$ cat config.mk
export PLATFORM = sky130hd
export DESIGN_NAME = register_file
export DESIGN_NICKNAME = d
export VERILOG_FILES = /design/src/rtl/riscv_pkg.sv /design/src/rtl/regfile_read_port.sv /design/src/rtl/register_file.sv
export SDC_FILE = /design/constraint.sdc
export NUM_CORES = 2
export LEC_CHECK = 0
export CORE_ASPECT_RATIO = 0.9
export CORE_MARGIN = 2
export CORE_UTILIZATION = 43
export DETAILED_ROUTE_END_ITERATION = 10
export HOLD_SLACK_MARGIN = 0.08
export SLEW_MARGIN = 5
export SYNTH_ARGS = -nofsm -noshare
export SYNTH_HDL_FRONTEND = slang
export SYNTH_SLANG_ARGS = --single-unit
$ cat constraint.sdc
create_clock -name clk -period 41.2 [get_ports clk]
set_clock_uncertainty 0.05 [all_clocks]
set_input_delay 6.18 -clock clk [delete_from_list [all_inputs] [get_ports clk]]
set_output_delay 6.18 -clock clk [all_outputs]
set_load 0.005 [all_outputs]
$ cat src/rtl/riscv_pkg.sv
// ---------------------------------------------------------------------------
// riscv_pkg
// Shared RV32I constants and types used by the decode-stage register file.
//   XLEN       : integer register width (32)
//   REG_ADDR_W : register address width (5)
//   NUM_REGS   : architectural register count (32)
//   ZERO_REG   : index of the hard-wired zero register x0
//   reg_addr_t : register address type
//   xlen_t     : register data type
// ---------------------------------------------------------------------------
package riscv_pkg;

    localparam int unsigned XLEN       = 32;
    localparam int unsigned REG_ADDR_W = 5;
    localparam int unsigned NUM_REGS   = 32;
    localparam logic [4:0]  ZERO_REG   = 5'd0;

    typedef logic [REG_ADDR_W-1:0] reg_addr_t;
    typedef logic [XLEN-1:0]       xlen_t;

endpackage

$ cat src/rtl/regfile_read_port.sv
// ---------------------------------------------------------------------------
// regfile_read_port
// One combinational read port of the register file: full-depth read mux,
// optional write-to-read forwarding, and x0 zero-forcing.
// Ports:
//   regs     : input  - current register contents (entry 0 unused, reads 0)
//   addr     : input  - read address
//   byp_vld  : input  - forwarding candidate valid (tied low when disabled)
//   byp_addr : input  - address of the in-flight write
//   byp_data : input  - data of the in-flight write
//   data     : output - read data
// ---------------------------------------------------------------------------
module regfile_read_port
    import riscv_pkg::*;
#(
    parameter int unsigned DATA_W = XLEN,
    parameter int unsigned ADDR_W = REG_ADDR_W,
    parameter int unsigned DEPTH  = 2**ADDR_W
) (
    input  logic [DATA_W-1:0] regs [DEPTH],
    input  logic [ADDR_W-1:0] addr,
    input  logic              byp_vld,
    input  logic [ADDR_W-1:0] byp_addr,
    input  logic [DATA_W-1:0] byp_data,
    output logic [DATA_W-1:0] data
);

    always_comb begin
        data = regs[addr];
        if (byp_vld && (addr == byp_addr)) begin
            data = byp_data;
        end
        // x0 wins over everything, including forwarding.
        if (addr == ADDR_W'(ZERO_REG)) begin
            data = '0;
        end
    end

endmodule

$ cat src/rtl/register_file.sv
// ---------------------------------------------------------------------------
// register_file
// 32 x 32-bit RV32I integer register file: one synchronous write port (D),
// two combinational read ports (A, B). x0 has no storage and reads 0.
// Optional feature macro: REGFILE_BYPASS_EN enables same-cycle forwarding of
// the port-D write to ports A/B (suppressed while reset is high).
// Ports:
//   clk       : input  - clock, writes on rising edge
//   reset     : input  - asynchronous active-high reset, clears x1..x31
//   reg_write : input  - port D write enable
//   addrA     : input  - port A read address
//   addrB     : input  - port B read address
//   addrD     : input  - port D write address
//   dataD     : input  - port D write data
//   dataA     : output - port A read data
//   dataB     : output - port B read data
// ---------------------------------------------------------------------------
module register_file
    import riscv_pkg::*;
#(
    parameter int unsigned DATA_W = XLEN,
    parameter int unsigned ADDR_W = REG_ADDR_W
) (
    input  logic              clk,
    input  logic              reset,
    input  logic              reg_write,
    input  logic [ADDR_W-1:0] addrA,
    input  logic [ADDR_W-1:0] addrB,
    input  logic [ADDR_W-1:0] addrD,
    input  logic [DATA_W-1:0] dataD,
    output logic [DATA_W-1:0] dataA,
    output logic [DATA_W-1:0] dataB
);

    localparam int unsigned DEPTH = 2**ADDR_W;

    // Storage exists for x1..x(DEPTH-1) only.
    logic [DATA_W-1:0] mem  [1:DEPTH-1];
    logic [DATA_W-1:0] regs [DEPTH];
    logic              wr_en;
    logic              byp_vld;

    assign wr_en = reg_write && (addrD != ADDR_W'(ZERO_REG));

    always_ff @(posedge clk or posedge reset) begin
        if (reset) begin
            for (int unsigned i = 1; i < DEPTH; i++) begin
                mem[i] <= '0;
            end
        end else if (wr_en) begin
            mem[addrD] <= dataD;
        end
    end

    always_comb begin
        regs[0] = '0;
        for (int unsigned i = 1; i < DEPTH; i++) begin
            regs[i] = mem[i];
        end
    end

`ifdef REGFILE_BYPASS_EN
    assign byp_vld = wr_en && !reset;
`else
    assign byp_vld = 1'b0;
`endif

    regfile_read_port #(
        .DATA_W (DATA_W),
        .ADDR_W (ADDR_W),
        .DEPTH  (DEPTH)
    ) u_port_a (
        .regs     (regs),
        .addr     (addrA),
        .byp_vld  (byp_vld),
        .byp_addr (addrD),
        .byp_data (dataD),
        .data     (dataA)
    );

    regfile_read_port #(
        .DATA_W (DATA_W),
        .ADDR_W (ADDR_W),
        .DEPTH  (DEPTH)
    ) u_port_b (
        .regs     (regs),
        .addr     (addrB),
        .byp_vld  (byp_vld),
        .byp_addr (addrD),
        .byp_data (dataD),
        .data     (dataB)
    );

endmodule

==> results.yml <==
grt:
  grt_pass1_wl_mm: 254
  grt_util_all_layers: 0.269
  grt-ovfl-total: 0
  grt_max_degree: 152
  antenna_found_initial: 3
  grt_pass1_vias: 36400
critical_path:
  crit_arrival_ps: 10740
  path_cells: "buf_4, buf_4, buf_4, nand2_4, buf_4, o22ai_1, nor3_1, nor4_1, clkdlybuf4s50_1"
  end_kind: "output pin"
  critPathLaunchType: "input pin"
  path_buf_inv: 5
  critPathMaxStageDelay_ps: 760
  worst_ep_required_time_ps: 34970
  worst-setup-path-type: "input pin to output pin"
  worstPathMaxFanout: 40
  critical-path-top-delay-family: "buffers and inverters"
  cpMostUsedCell: "buf_4"
  slowest_stage: "nor4_1"
synthesis:
  synth_warnings: 0
  ys_ff_latch: 992
  synth.avg_cell_area_um2: 13.2
  synth_top_area_frac: 0.465
  synth_flop_cell: "dfrtp_1"
  synthArstFlopShare: 1.00
  ys_seq_area_frac: 0.465
  synth_most_common_cell: "dfrtp_1"
  synth_area_leaders: "dfrtp_1, mux2_2, mux2i_1"
  syn_area_um2: 53400
  yosys-top-cells-count: "dfrtp_1, mux2_2, mux2i_1, o22ai_1, clkbuf_1"
  synth_largest_area_cell: "dfrtp_1"
  synth-edff-count: 0
  postSynthCellCount: 4036
  syn_nets: 4086
  yosysUniqueCellTypes: 41
sta:
  fmax_ghz: 0.0589
  setup_slack_ps: 24230
  fin_tns_setup_ps: 0
  min_period_ps: 16970
  slew_violations: 0
  worst_slew_pin_slew_ps: 1230
  hold_violations: 0
  rsz0062_at_grt: "false"
  fin_crit_sh: 0.412
  slew_headroom: 0.172
  setup_viol: 0
detailed_routing:
  dr_total_vias: 36200
  drt_wl_total_mm: 173
  wl_per_cell_um: 30.7
  dr.pass1.iters: 6
  via_per_inst: 6.42
  postRouteAntennaNets: 0
  drt_iter0_drc: 3223
  drcViolationCount: 0
clock_network:
  postCtsSetupRepairBufs: 0
  clk_latency_ps: 710
  htreeDepth: 3
  tritoncts: "done"
  cts.sinks: 992
  ctsResizeCount: 0
  cts_buffers: 110
  clockBufferDepth: 3
  hold_buffers: 0
  cts.clk_slew.worst_paths_ps: 60
  clockRootBuffer: "clkbuf_16"
die:
  rows: 122
  io_pins: 114
  core_um2: 123000
  die_w_um: 375
  die_h_um: 338
  die_area_um2: 127000
  initial_utilization: 0.434
cells_and_area:
  nets: 3978
  postLayoutCellArea_um2: 59100
  largest_reg_flops: 992
  largestRegisters: "mem x992"
  fillers: 10800
  drive_above_1_share: 0.352
  syn2layout_area_growth_pct: 10.7
  top_register: "mem"
power:
  peakVddDrop_uv: 32.1
  p_clk_frac: 0.354
  power_density_nw_per_um2: 49.1
  cell_internal_pwr_mw: 2.09
  pwr-share-comb: 0.196
  switching_power_uw: 810
  power_leakage_nw: 26.3
  pwr-share-seq: 0.450
  switching_share: 0.279
run_status:
  status: "completed"
placement:
  port_buffers: 113
  dp_hpwl_mm: 96.4
  finalWeightedCongestion: 0.814
  postPlaceCellArea_um2: 55300
  dp_slack_ps: 24330
job:
  cap_violations: 0
worst_hold_path:
  hold_path.class: "flop to flop"
[metrics by stage]
| stage | cells | power (mW) | hold WS [ps] | util |
|---|---|---|---|---|
| 2_1_floorplan | 4036 | 1.72 | 420 | - |
| 3_3_place_gp | 5428 | 1.87 | 431 | 0.450 |
| 3_5_place_dp | 5428 | 1.88 | 444 | 0.450 |
| 4_1_cts | 5633 | 2.92 | 457 | 0.480 |
| 5_1_grt | 5633 | 3.03 | 476 | 0.480 |
| 6_report | 5634 | 2.90 | 456 | 0.480 |
[kinds of logic (layout without fill, tap and decap cells)]
| kind of cell | Yosys count | after routing | share of synthesized area |
|---|---|---|---|
| AO/OA/AOI/OAI | 512 | 512 | 0.0677 |
| AND/OR/NAND/NOR | 289 | 289 | 0.0293 |
| other | 0 | 1 | 0 |
| buffers and inverters | 426 | 411 | 0.0407 |
| flip-flops | 992 | 992 | 0.465 |
| multiplexers | 1817 | 1817 | 0.397 |
[layout by cell type (no fill, tap or decap), drive strengths merged, types with 5 or more instances in the layout]
master / netlist / routed
or2: 6 / 6
nor2: 17 / 17
nor3b: 5 / 5
mux2: 1056 / 1056
a22o: 31 / 31
clkbuf: 207 / 163
clkinv: 0 / 24
mux2i: 626 / 626
a22oi: 64 / 64
nor3: 160 / 160
dfrtp: 992 / 992
nand2b: 9 / 9
a21oi: 26 / 26
nand2: 20 / 20
inv: 1 / 7
o22ai: 256 / 256
nor4: 26 / 26
buf: 218 / 98
nor2b: 32 / 32
a221o: 63 / 63
a31oi: 31 / 31
mux4: 135 / 135
o211ai: 6 / 6
clkdlybuf4s50: 0 / 107
a211oi: 34 / 34
bufinv: 0 / 10
[routing by layer]
metal / track usage / vias to the layer above / share of wire
li1: - / 15200 / -
met1: 0.391 / 19200 / 0.45
met2: 0.404 / 1415 / 0.44
met3: 0.0532 / 348 / 0.075
met4: 0.0838 / 0 / 0.033
met5: 0 / - / 0
[power by group through the flow]
| stage | Sequential [mW] | Combinational [mW] | Clock, mW |
|---|---|---|---|
| CTS | 1.30 | 0.569 | 1.05 |
| global placement | 1.31 | 0.559 | 0 |
| detailed placement | 1.32 | 0.568 | 0 |
| floorplan | 1.28 | 0.439 | 0 |
| finish | 1.30 | 0.569 | 1.03 |
| global route | 1.33 | 0.613 | 1.09 |
[area by class of cell]
class / instances / area [um2] / area share
sequential: 992 / 24800 / 0.420
clock inverter: 42 / 526 / 0.00889
tap: 1612 / 2020 / 0.0341
antenna: 1 / 2.50 / 0.0000423
multi-input combinational: 2618 / 26600 / 0.451
inverter: 1 / 11.3 / 0.000191
timing repair buffer: 205 / 1840 / 0.0311
clock buffer: 163 / 3240 / 0.0549
[final timing paths]
kind,cells after the start,from,slack [ps],end
setup / recovery,9,addrB[2],24230,dataB[8]
hold / removal,1,mem[567]$_DFFE_PP0P_,460,mem[567]$_DFFE_PP0P_
min in group asynchronous,2,reset,6050,mem[289]$_DFFE_PP0P_
hold reg to reg,1,mem[567]$_DFFE_PP0P_,460,mem[567]$_DFFE_PP0P_
setup reg to reg,1,mem[363]$_DFFE_PP0P_,40320,mem[363]$_DFFE_PP0P_
max in group asynchronous,5,reset,31700,mem[114]$_DFFE_PP0P_
Note: power is estimated with default switching activity, not from simulation.
